===== src/rtl/uart_rx_hs_if.sv =====
`default_nettype none
// ============================================================================
//  Module      : uart_rx_hs_if
//  Description : Port bundle of the flow-controlled UART receiver.
//  Revision    : 1.0  initial release
// ============================================================================
interface uart_rx_hs_if #(
    parameter int DEPTH = 4
);
    logic                     rx_serial;
    logic                     rx_ready;
    logic [7:0]               rx_byte;
    logic                     rx_valid;
    logic                     cts;
    logic                     rx_active;
    logic                     frame_error;
    logic                     overrun;
    logic [$clog2(DEPTH):0]   fifo_count;

    modport master (
        input  rx_serial,
        input  rx_ready,
        output rx_byte,
        output rx_valid,
        output cts,
        output rx_active,
        output frame_error,
        output overrun,
        output fifo_count
    );

    modport slave (
        output rx_serial,
        output rx_ready,
        input  rx_byte,
        input  rx_valid,
        input  cts,
        input  rx_active,
        input  frame_error,
        input  overrun,
        input  fifo_count
    );
endinterface
`default_nettype wire


===== src/rtl/uart_rx_hs.sv =====
`default_nettype none
// ============================================================================
//  Module      : uart_rx_hs
//  Description : 8N1 UART receiver with show-ahead byte FIFO and registered CTS.
//  Revision    : 1.0  initial release
// ============================================================================
module uart_rx_hs #(
    parameter int FREQUENCY = 10000000,
    parameter int BAUD_RATE = 9600,
    parameter int DEPTH     = 4
) (
    input  logic          clk,
    input  logic          reset,
    uart_rx_hs_if.master  bus
);
    localparam int       c_CLKS_PER_BIT = FREQUENCY / (16 * BAUD_RATE);
    localparam logic [7:0] c_HALF       = 8'((c_CLKS_PER_BIT - 1) / 2);
    localparam logic [7:0] c_LAST       = 8'(c_CLKS_PER_BIT - 1);
    localparam int       c_AW           = $clog2(DEPTH);
    localparam int       c_CW           = c_AW + 1;

    localparam logic [2:0] ST_IDLE      = 3'd0;
    localparam logic [2:0] ST_START     = 3'd1;
    localparam logic [2:0] ST_DATA      = 3'd2;
    localparam logic [2:0] ST_STOP      = 3'd3;
    localparam logic [2:0] ST_WAIT_IDLE = 3'd4;

    logic            r_sync1, r_sync2;
    logic [2:0]      r_state, w_state_next;
    logic [7:0]      r_clk_cnt;
    logic [2:0]      r_bit_idx;
    logic [7:0]      r_shift;
    logic [7:0]      r_mem [DEPTH];
    logic [c_AW-1:0] r_wr_ptr, r_rd_ptr;
    logic [c_CW-1:0] r_count;
    logic            r_cts, r_frame_error, r_overrun;
    logic            w_rxs, w_active, w_stop_sample, w_byte_ok, w_frame_err;
    logic            w_valid, w_pop, w_full, w_push, w_overrun;

    // Flops start high so a reset never looks like a start bit.
    always_ff @(posedge clk) begin
        if (reset) begin
            r_sync1 <= 1'b1;
            r_sync2 <= 1'b1;
        end else begin
            r_sync1 <= bus.rx_serial;
            r_sync2 <= r_sync1;
        end
    end
    assign w_rxs = r_sync2;

    always_ff @(posedge clk) begin
        if (reset) r_state <= ST_IDLE;
        else       r_state <= w_state_next;
    end

    always_comb begin
        w_state_next = r_state;
        case (r_state)
            ST_IDLE:      if (!w_rxs) w_state_next = ST_START;
            ST_START:     if (r_clk_cnt == c_HALF) w_state_next = w_rxs ? ST_IDLE : ST_DATA;
            ST_DATA:      if (r_clk_cnt == c_LAST && r_bit_idx == 3'd7) w_state_next = ST_STOP;
            ST_STOP:      if (r_clk_cnt == c_LAST) w_state_next = w_rxs ? ST_IDLE : ST_WAIT_IDLE;
            ST_WAIT_IDLE: if (w_rxs) w_state_next = ST_IDLE;
            default:      w_state_next = ST_IDLE;
        endcase
    end

    always_comb begin
        w_active      = (r_state != ST_IDLE);
        w_stop_sample = (r_state == ST_STOP) && (r_clk_cnt == c_LAST);
        w_byte_ok     = w_stop_sample && w_rxs;
        w_frame_err   = w_stop_sample && !w_rxs;
    end

    always_ff @(posedge clk) begin
        if (reset) begin
            r_clk_cnt <= '0;
            r_bit_idx <= '0;
            r_shift   <= '0;
        end else begin
            case (r_state)
                ST_START: r_clk_cnt <= (r_clk_cnt == c_HALF) ? 8'd0 : r_clk_cnt + 8'd1;
                ST_DATA: begin
                    if (r_clk_cnt == c_LAST) begin
                        r_clk_cnt            <= 8'd0;
                        r_shift[r_bit_idx]   <= w_rxs;
                        r_bit_idx            <= r_bit_idx + 3'd1;
                    end else begin
                        r_clk_cnt <= r_clk_cnt + 8'd1;
                    end
                end
                ST_STOP:  r_clk_cnt <= (r_clk_cnt == c_LAST) ? 8'd0 : r_clk_cnt + 8'd1;
                default: begin
                    r_clk_cnt <= 8'd0;
                    r_bit_idx <= 3'd0;
                end
            endcase
        end
    end

    // A pop in the same cycle frees the slot, so a full FIFO can still accept.
    assign w_valid   = (r_count != '0);
    assign w_pop     = w_valid && bus.rx_ready;
    assign w_full    = (r_count == c_CW'(DEPTH));
    assign w_push    = w_byte_ok && (!w_full || w_pop);
    assign w_overrun = w_byte_ok && w_full && !w_pop;

    always_ff @(posedge clk) begin
        if (reset) begin
            r_wr_ptr      <= '0;
            r_rd_ptr      <= '0;
            r_count       <= '0;
            r_cts         <= 1'b0;
            r_frame_error <= 1'b0;
            r_overrun     <= 1'b0;
        end else begin
            if (w_push) r_wr_ptr <= r_wr_ptr + c_AW'(1);
            if (w_pop)  r_rd_ptr <= r_rd_ptr + c_AW'(1);
            if (w_push && !w_pop)      r_count <= r_count + c_CW'(1);
            else if (!w_push && w_pop) r_count <= r_count - c_CW'(1);
            // One slot stays in reserve for a frame already on the wire.
            r_cts         <= (r_count < c_CW'(DEPTH - 1));
            r_frame_error <= w_frame_err;
            r_overrun     <= w_overrun;
        end
    end

    always_ff @(posedge clk) begin
        if (w_push) r_mem[r_wr_ptr] <= r_shift;
    end

    assign bus.rx_byte     = w_valid ? r_mem[r_rd_ptr] : 8'h00;
    assign bus.rx_valid    = w_valid;
    assign bus.cts         = r_cts;
    assign bus.rx_active   = w_active;
    assign bus.frame_error = r_frame_error;
    assign bus.overrun     = r_overrun;
    assign bus.fifo_count  = r_count;
endmodule
`default_nettype wire


===== src/flat_wrapper.sv =====
// flat-port wrapper written by rule: the top's interface ports become plain ports
module uart_rx_hs_flat 
#(
    parameter int FREQUENCY = 10000000,
    parameter int BAUD_RATE = 9600,
    parameter int DEPTH     = 4
)
  (clk, reset, bus_rx_serial, bus_rx_ready, bus_rx_byte, bus_rx_valid, bus_cts, bus_rx_active, bus_frame_error, bus_overrun, bus_fifo_count);
  uart_rx_hs_if #(.DEPTH(DEPTH)) bus_i ();
  input  logic clk;
  input  logic reset;
  input wire logic [$bits(bus_i.rx_serial)-1:0] bus_rx_serial;
  input wire logic [$bits(bus_i.rx_ready)-1:0] bus_rx_ready;
  output wire logic [$bits(bus_i.rx_byte)-1:0] bus_rx_byte;
  output wire logic [$bits(bus_i.rx_valid)-1:0] bus_rx_valid;
  output wire logic [$bits(bus_i.cts)-1:0] bus_cts;
  output wire logic [$bits(bus_i.rx_active)-1:0] bus_rx_active;
  output wire logic [$bits(bus_i.frame_error)-1:0] bus_frame_error;
  output wire logic [$bits(bus_i.overrun)-1:0] bus_overrun;
  output wire logic [$bits(bus_i.fifo_count)-1:0] bus_fifo_count;
  assign bus_i.rx_serial = bus_rx_serial;
  assign bus_i.rx_ready = bus_rx_ready;
  assign bus_rx_byte = bus_i.rx_byte;
  assign bus_rx_valid = bus_i.rx_valid;
  assign bus_cts = bus_i.cts;
  assign bus_rx_active = bus_i.rx_active;
  assign bus_frame_error = bus_i.frame_error;
  assign bus_overrun = bus_i.overrun;
  assign bus_fifo_count = bus_i.fifo_count;
  uart_rx_hs #(.FREQUENCY(FREQUENCY), .BAUD_RATE(BAUD_RATE), .DEPTH(DEPTH)) u_core (.clk(clk), .reset(reset), .bus(bus_i));
endmodule

===== config.mk =====
export PLATFORM = sky130hd
export DESIGN_NAME = uart_rx_hs_flat
export DESIGN_NICKNAME = d
export VERILOG_FILES = /design/src/rtl/uart_rx_hs_if.sv /design/src/rtl/uart_rx_hs.sv /design/src/flat_wrapper.sv
export SDC_FILE = /design/constraint.sdc
export NUM_CORES = 1
export LEC_CHECK = 0
export BUFFER_PORTS_ARGS = -buffer_cell sky130_fd_sc_hd__buf_2
export CAP_MARGIN = 15
export CORE_MARGIN = 2
export CORE_UTILIZATION = 50
export DETAILED_ROUTE_END_ITERATION = 8
export PLACE_DENSITY = 0.7
export SLEW_MARGIN = 20
export SYNTH_ARGS = -nofsm -noshare
export SYNTH_HDL_FRONTEND = slang
export SYNTH_SLANG_ARGS = --single-unit

===== constraint.sdc =====
create_clock -name clk -period 4.8 [get_ports clk]
set_input_delay 0.72 -clock clk [delete_from_list [all_inputs] [get_ports clk]]
set_output_delay 0.72 -clock clk [all_outputs]
set_load 0.03 [all_outputs]

==> results.py, run 1 <==
metrics = {
    "die": {
        "horizontal_die_dimension_um": 81.6,
        "fp.dieH_um": 81.6,
        "initial_utilization_pct": 51.4,
        "core_area_mm2": 0.00585,
        "standard_cell_row_count": 28,
        "fp.dieArea_mm2": 0.00665,
        "number_of_top_level_pins": 20,
    },
    "sta": {
        "worst_pin_slew_ns": 0.933,
        "post-route-min-period_ns": 2.65,
        "final_hold_viol_count": 0,
        "post_route_clock_period_utilization_pct": 55.2,
        "setup_total_negative_slack_ns": 0,
        "final_skew_ns": 0.00758,
        "headroom_to_the_max_slew_limit_pct": 37.1,
        "final_max_slew_viol_count": 0,
        "rsz0062_at_grt": "no",
        "finalSetupViolCount": 0,
        "maximum_achievable_frequency_ghz": 0.377,
    },
    "status": {
        "status": "completed",
    },
    "synth": {
        "synth_compound_area_share_pct": 5.36,
        "synth_async_sr_flop_share_pct": 0,
        "synth.yosys.seq_area_share_pct": 55.9,
        "synthesis.area_per_instance_um2": 12.8,
        "synth-seq-cells": 68,
        "combinational_family_with_the_most_area_after_synthesis": "simple AND/OR/NAND/NOR gates",
        "synth_largest_area_cell": "sky130_fd_sc_hd__edfxtp_1",
        "synth_area_mm2": 0.00301,
        "synth_enable_flop_cells": 32,
        "postSynthNetCount": 250,
        "post_synth_main_area_contributors": "sky130_fd_sc_hd__edfxtp_1, sky130_fd_sc_hd__dfxtp_1, sky130_fd_sc_hd__mux4_2",
        "synth_warnings": 0,
        "synth-simple-area-share_pct": 18.8,
        "synth_largest_type_area_fraction_pct": 31.9,
        "yosys.cell_types.count": 52,
        "synth-main-ff-cell": "sky130_fd_sc_hd__dfxtp_1",
        "yosys-mux-area-fraction_pct": 9.02,
        "synth-adder-area-share_pct": 4.41,
        "synthesis.instances": 236,
        "synth-xor-area-share_pct": 2.91,
    },
    "pwr": {
        "combinationalPowerShare_pct": 1.3,
        "max-vdd-ir-drop_v": 0.000166,
        "power_density_mw_per_mm2": 341,
        "swShare_pct": 20.8,
        "cellInternalPower_mw": 0.902,
        "p_total_mw": 1.14,
        "cellLeakagePower_nw": 1.30,
        "share_clk_of_total_power_pct": 45.6,
        "seq_power_share_pct": 53.1,
        "p_sw_mw": 0.237,
    },
    "cells_and_area": {
        "fillerInstances": 476,
        "area_growth_pct": 10.9,
        "layout-drive-gt1-share_pct": 21.2,
        "num_antenna_cells": 0,
        "utilization_after_layout_pct": 57.1,
        "stdcell_area_mm2": 0.00334,
        "num-nets-final": 268,
    },
    "drt": {
        "drc": 0,
        "dr.first_iter.drc_count": 68,
        "post_drt_via_cell_ratio": 5.45,
        "num_vias": 1821,
        "wl_per_cell_um": 15.0,
        "wl_um": 5010,
        "drt.antenna.violating_nets": 0,
        "drt_pre_antenna_iters": 5,
    },
    "clock_network": {
        "post-cts-setup-buffers": 0,
        "clock_h_tree_levels": 3,
        "tritoncts": "yes",
        "tritoncts.num_buffers": 9,
        "clk_path_buf_depth": 2,
        "ctsResizeCount": 0,
        "clock_latency_on_the_worst_skew_pair_ns": 0.34,
        "cts_root_buf": "sky130_fd_sc_hd__clkbuf_8",
        "postCtsHoldBufs": 0,
        "tritoncts_num_sinks": 68,
        "cts.reportedPaths.clkPinSlew_ns": 0.08,
    },
    "critical_path": {
        "critPathCaptureType": "primary output",
        "cp.arrival_ns": 1.93,
        "setup.worst_path.start_class": "flip-flop",
        "critical_path.top_delay_family": "flip-flops",
        "critPathKind": "flip-flop to primary output",
        "critical_path_buf_inv_count": 1,
        "crit_path_max_fanout": 8,
        "critical-path-max-stage-delay_ns": 0.68,
        "critPathRequiredTime_ns": 4.08,
        "timing.critical_path.slowest_stage_cell": "sky130_fd_sc_hd__dfxtp_1",
        "cell_breakdown_of_the_critical_path": "mux4_2 > and2_1 > buf_2",
    },
    "grt": {
        "grt_first_pass_wirelength_um": 8290,
        "grtUsageTotal_pct": 17.2,
        "first_global_vias": 1697,
        "grt_start_max_net_pins": 28,
        "grt_antenna_before_repair": 0,
        "grt_remaining_overflow": 0,
    },
    "placement": {
        "dpl-instance-area_mm2": 0.00312,
        "io_buffers": 19,
        "gp_congestion": 0.796,
        "place_hpwl_um": 3430,
    },
    "job": {
        "max_cap_viols": 0,
    },
    "min_path": {
        "hp-class": "flip-flop to flip-flop",
    },
}
==> flip-flops by register name, summed over array words and instances (netlist names), named ones only <==
name,cells
u_core.r_bit_idx,3
u_core.bus.overrun,1
u_core.bus.cts,1
u_core.bus.fifo_count,3
u_core.r_sync1,1
u_core.bus.frame_error,1
u_core.r_sync2,1
u_core.r_mem,32
u_core.r_clk_cnt,8
u_core.r_state,3
u_core.r_rd_ptr,2
u_core.r_shift,8
u_core.r_wr_ptr,2
==> worst register-to-register path, delay by kind of cell (launching register included) <==
family                   cells  cell delay, ns
buffers and inverters        2            0.13
AND/OR/NAND/NOR              4            0.99
adder cells (fa/ha/maj)      3            0.73
AO/OA/AOI/OAI                1            0.16
XOR/XNOR                     1            0.18
flip-flops                   1            0.36
==> metrics by stage <==
step           setup WS, ns  cells  hold WS, ns
2_1_floorplan          2.44    236        0.389
3_3_place_gp           2.24    318        0.398
3_5_place_dp           2.18    318        0.396
5_1_grt                1.97    334        0.428
4_1_cts                2.10    334        0.416
6_report               2.15    334        0.413
==> cell usage after synthesis (all sizes together), types with 8 or more instances <==
cell	count
mux2i	8
edfxtp	32
nor2	18
mux4	8
nor3	8
dfxtp	36
and2	9
ha	9
nand3	10
xor2	9
==> power by group through the flow <==
stage          registers [mW]  logic (mW)  clock network, mW
4_1_cts                 0.605      0.0148              0.533
2_1_floorplan           0.617      0.0134                  0
5_1_grt                 0.605      0.0162              0.559
3_5_place_dp            0.618      0.0148                  0
3_3_place_gp            0.618      0.0148                  0
6_report                0.605      0.0147              0.520
==> cell type report <==
| type | count | area (um^2) | share of cell area, % |
|---|---|---|---|
| Inverter | 7 | 26.3 | 0.787 |
| Sequential cell | 68 | 1680 | 50.4 |
| Multi-Input combinational cell | 149 | 1220 | 36.5 |
| Clock buffer | 9 | 124 | 3.71 |
| Tap cell | 75 | 93.8 | 2.81 |
| Timing Repair Buffer | 19 | 95.1 | 2.85 |
| Clock inverter | 7 | 97.6 | 2.92 |
==> layer usage <==
metal	wire (um)	GRT usage, %	up-vias	part of all wire [%]
met5	0	0	-	0
met4	87	9.50	0	1.7
met3	184	3.96	8	3.7
met2	2440	27.3	38	49
met1	2300	21.8	861	46
li1	-	-	914	-
==> final timing paths <==
kind | from | endpoint | slack (ns) | depth (start not counted)
setup / recovery | flip-flop | bus_rx_byte[7] | 2.15 | 3
setup reg to reg | u_core.r_clk_cnt[0]$_SDFF_PP0_ | u_core.bus.fifo_count[2]$_SDFFE_PP0P_ | 2.20 | 11
hold reg to reg | u_core.r_sync1$_SDFF_PP1_ | u_core.r_sync2$_SDFF_PP1_ | 0.41 | 1
hold / removal | u_core.r_sync1$_SDFF_PP1_ | u_core.r_sync2$_SDFF_PP1_ | 0.41 | 1
==> cell families after synthesis <==
kind of cell             Yosys count
XOR/XNOR                          10
buffers and inverters             19
flip-flops                        68
adder cells (fa/ha/maj)           10
AND/OR/NAND/NOR                   89
AO/OA/AOI/OAI                     23
multiplexers                      17
==> placed cells by master (no fill, tap or decap), types with 3 or more instances in the layout <==
master	Yosys	final
sky130_fd_sc_hd__dfxtp_1	36	36
sky130_fd_sc_hd__edfxtp_1	32	32
sky130_fd_sc_hd__buf_2	2	19
sky130_fd_sc_hd__nor2_1	18	18
sky130_fd_sc_hd__nand3_1	10	10
sky130_fd_sc_hd__and2_1	9	9
sky130_fd_sc_hd__xor2_1	9	9
sky130_fd_sc_hd__ha_1	9	9
sky130_fd_sc_hd__clkbuf_8	0	9
sky130_fd_sc_hd__mux4_2	8	8
sky130_fd_sc_hd__mux2i_1	8	8
sky130_fd_sc_hd__nor3_1	8	8
sky130_fd_sc_hd__inv_1	7	7
sky130_fd_sc_hd__and3_1	6	6
sky130_fd_sc_hd__o21ai_0	6	6
sky130_fd_sc_hd__nand4_1	6	6
sky130_fd_sc_hd__a21oi_1	5	5
sky130_fd_sc_hd__nand2_1	4	4
sky130_fd_sc_hd__nor2b_1	3	3
sky130_fd_sc_hd__or3_1	3	3
sky130_fd_sc_hd__nand2b_1	3	3
Power figures use the tool's default switching activity.
==> inputs of run 2 (changes only) <==
==> constraint.sdc (replaced) <==
create_clock -name clk -period 2.5 [get_ports clk]
set_input_delay 0.375 -clock clk [delete_from_list [all_inputs] [get_ports clk]]
set_output_delay 0.375 -clock clk [all_outputs]
set_load 0.03 [all_outputs]
==> run 2 against run 1 <==
Effect of this change:
- flip-flop and latch count unchanged
- critical path depth increased by 8
- cell count increased by 3.0%
- die area unchanged
- non-clock buffer count increased by 10
- critical path type is now flip-flop to flip-flop
==> results.py, run 2 (synthesis gave the netlist of run 1 again) <==
metrics = {
    "die": {
        "standard_cell_row_count": 28,
        "core_area_mm2": 0.00585,
        "fp.dieH_um": 81.6,
        "number_of_top_level_pins": 20,
        "horizontal_die_dimension_um": 81.6,
        "fp.dieArea_mm2": 0.00665,
        "initial_utilization_pct": 51.4,
    },
    "grt": {
        "grt_first_pass_wirelength_um": 8630,
        "grtUsageTotal_pct": 17.8,
        "first_global_vias": 1804,
        "grt_antenna_before_repair": 0,
        "grt_remaining_overflow": 0,
        "grt_start_max_net_pins": 28,
    },
    "critical_path": {
        "critPathKind": "flip-flop to flip-flop",
        "ff2ff_setup_slack_ns": 0.14,
        "critical_path.top_delay_family": "simple AND/OR/NAND/NOR gates",
        "critPathCaptureType": "flip-flop",
        "crit_path_max_fanout": 5,
        "critical_path_buf_inv_count": 2,
        "cp.arrival_ns": 2.65,
        "cell_breakdown_of_the_critical_path": "inv_1 > ha_2 > nor4b_4 > nand4b_1 > nor2_1 > ha_2 > inv_1 > fa_1 > xor2_1 > or3_1 > a21oi_2",
        "setup.worst_path.start_class": "flip-flop",
        "critPathRequiredTime_ns": 2.78,
        "cp.depth": 11,
        "r2r_cells": 11,
        "critical-path-max-stage-delay_ns": 0.37,
        "timing.critical_path.slowest_stage_cell": "sky130_fd_sc_hd__fa_1",
    },
    "sta": {
        "final_skew_ns": 0.00900,
        "worst_hold_slack_ns": 0.214,
        "headroom_to_the_max_slew_limit_pct": 37.3,
        "setup_total_negative_slack_ns": 0,
        "worst_pin_slew_ns": 0.931,
        "finalSetupViolCount": 0,
        "final_hold_viol_count": 0,
        "post_route_clock_period_utilization_pct": 94.6,
        "maximum_achievable_frequency_ghz": 0.423,
        "post-route-min-period_ns": 2.36,
        "final_max_slew_viol_count": 0,
    },
    "clock_network": {
        "cts.reportedPaths.clkPinSlew_ns": 0.08,
        "clock_h_tree_levels": 3,
        "cts_root_buf": "sky130_fd_sc_hd__clkbuf_8",
        "tritoncts_num_sinks": 68,
        "clk_path_buf_depth": 2,
        "clock_latency_on_the_worst_skew_pair_ns": 0.34,
        "tritoncts.num_buffers": 9,
        "tritoncts": "yes",
    },
    "pwr": {
        "p_total_mw": 1.99,
        "max-vdd-ir-drop_v": 0.000355,
        "cellLeakagePower_nw": 1.33,
        "power_density_mw_per_mm2": 588,
    },
    "cells_and_area": {
        "stdcell_count": 344,
        "largest_register_ff_count": 32,
        "utilization_after_layout_pct": 57.8,
        "area_growth_pct": 12.3,
        "num_antenna_cells": 0,
        "biggestRegsByFlops": "u_core.r_mem: 32 flops, u_core.r_clk_cnt: 8 flops, u_core.r_shift: 8 flops",
        "layout-drive-gt1-share_pct": 25.7,
        "mostFrequentLayoutCell": "sky130_fd_sc_hd__dfxtp_1",
        "num-nets-final": 278,
        "top_register": "u_core.r_mem",
        "most-common-layout-cells": "sky130_fd_sc_hd__dfxtp_1, sky130_fd_sc_hd__edfxtp_1, sky130_fd_sc_hd__buf_2, sky130_fd_sc_hd__nor2_1",
    },
    "drt": {
        "dr.first_iter.drc_count": 64,
        "drt_pre_antenna_iters": 4,
        "num_vias": 1901,
        "post_drt_via_cell_ratio": 5.53,
        "drc": 0,
        "wl_um": 5210,
        "wl_per_cell_um": 15.1,
        "drt.antenna.violating_nets": 0,
    },
    "min_path": {
        "hp-class": "input pin to flip-flop",
        "hold_path_depth": 2,
    },
    "placement": {
        "io_buffers": 19,
        "place_hpwl_um": 3540,
        "gp_congestion": 0.818,
        "numPlacedInstances": 327,
    },
    "status": {
        "status": "completed",
    },
    "job": {
        "max_cap_viols": 0,
    },
}
run 2: changes by cell type in the layout (fill, tap and decap cells not counted):
cell,previous run,this run
sky130_fd_sc_hd__buf_4,0,10
sky130_fd_sc_hd__bufinv_16,2,0
sky130_fd_sc_hd__clkinv_2,1,3
sky130_fd_sc_hd__clkinv_4,0,2
sky130_fd_sc_hd__ha_1,9,7
sky130_fd_sc_hd__ha_2,0,2
sky130_fd_sc_hd__inv_6,2,0
sky130_fd_sc_hd__a21oi_1,5,4
sky130_fd_sc_hd__a21oi_2,1,2
sky130_fd_sc_hd__clkbuf_8,9,10
sky130_fd_sc_hd__clkinvlp_4,2,1
sky130_fd_sc_hd__dfxtp_1,36,35
sky130_fd_sc_hd__dfxtp_2,0,1
run 2: where the power goes:
group	internal (mW)	total, mW	leakage (nW)	switching (mW)
sequential	1.16	1.16	0.588	0.000890
clock	0.384	0.796	0.0920	0.411
combinational	0.0105	0.0343	0.651	0.0238
run 2: cell type report:
type	count	area (um^2)
sequential	68	1680
multi-input combinational	149	1230
clock buffer	10	138
inverter	7	26.3
tap	75	93.8
timing repair buffer	29	170
fill	495	2470
clock inverter	6	40.0
run 2: routing by layer:
layer / routed length, um / track usage (%) / vias up
met5: 0 / 0 / -
met4: 129 / 10.3 / 0
met3: 201 / 3.63 / 12
met2: 2580 / 30.2 / 31
met1: 2300 / 20.9 / 924
li1: - / - / 934
run 2: worst reg2reg max path, cell delays in order (launching register included):
cell                       delay (ns)
sky130_fd_sc_hd__dfxtp_2         0.34
sky130_fd_sc_hd__inv_1           0.06
sky130_fd_sc_hd__ha_2            0.16
sky130_fd_sc_hd__nor4b_4         0.21
sky130_fd_sc_hd__nand4b_1        0.18
sky130_fd_sc_hd__nor2_1          0.13
sky130_fd_sc_hd__ha_2            0.19
sky130_fd_sc_hd__inv_1           0.05
sky130_fd_sc_hd__fa_1            0.37
sky130_fd_sc_hd__xor2_1          0.18
sky130_fd_sc_hd__or3_1           0.33
sky130_fd_sc_hd__a21oi_2         0.11
run 2: final timing paths:
kind / from / end
max: u_core.r_clk_cnt[1]$_SDFF_PP0_ / u_core.bus.fifo_count[2]$_SDFFE_PP0P_
min: bus_rx_serial / u_core.r_sync1$_SDFF_PP1_
max reg2reg: u_core.r_clk_cnt[1]$_SDFF_PP0_ / u_core.bus.fifo_count[2]$_SDFFE_PP0P_
min reg2reg: u_core.r_sync1$_SDFF_PP1_ / u_core.r_sync2$_SDFF_PP1_
run 2: what timing repair did:
action,4_1_cts,5_1_grt
hold buffers,0,0
setup buffers,0,1
setup endpoints to repair,0,1
gates resized for setup,0,4
run 2: per-stage QoR:
step	cell area (um^2)	setup slack, ns
2_1_floorplan	3010	0.171
3_3_place_gp	3180	0.182
3_5_place_dp	3180	0.119
4_1_cts	3360	0.111
5_1_grt	3380	-0.0188
6_report	3380	0.135
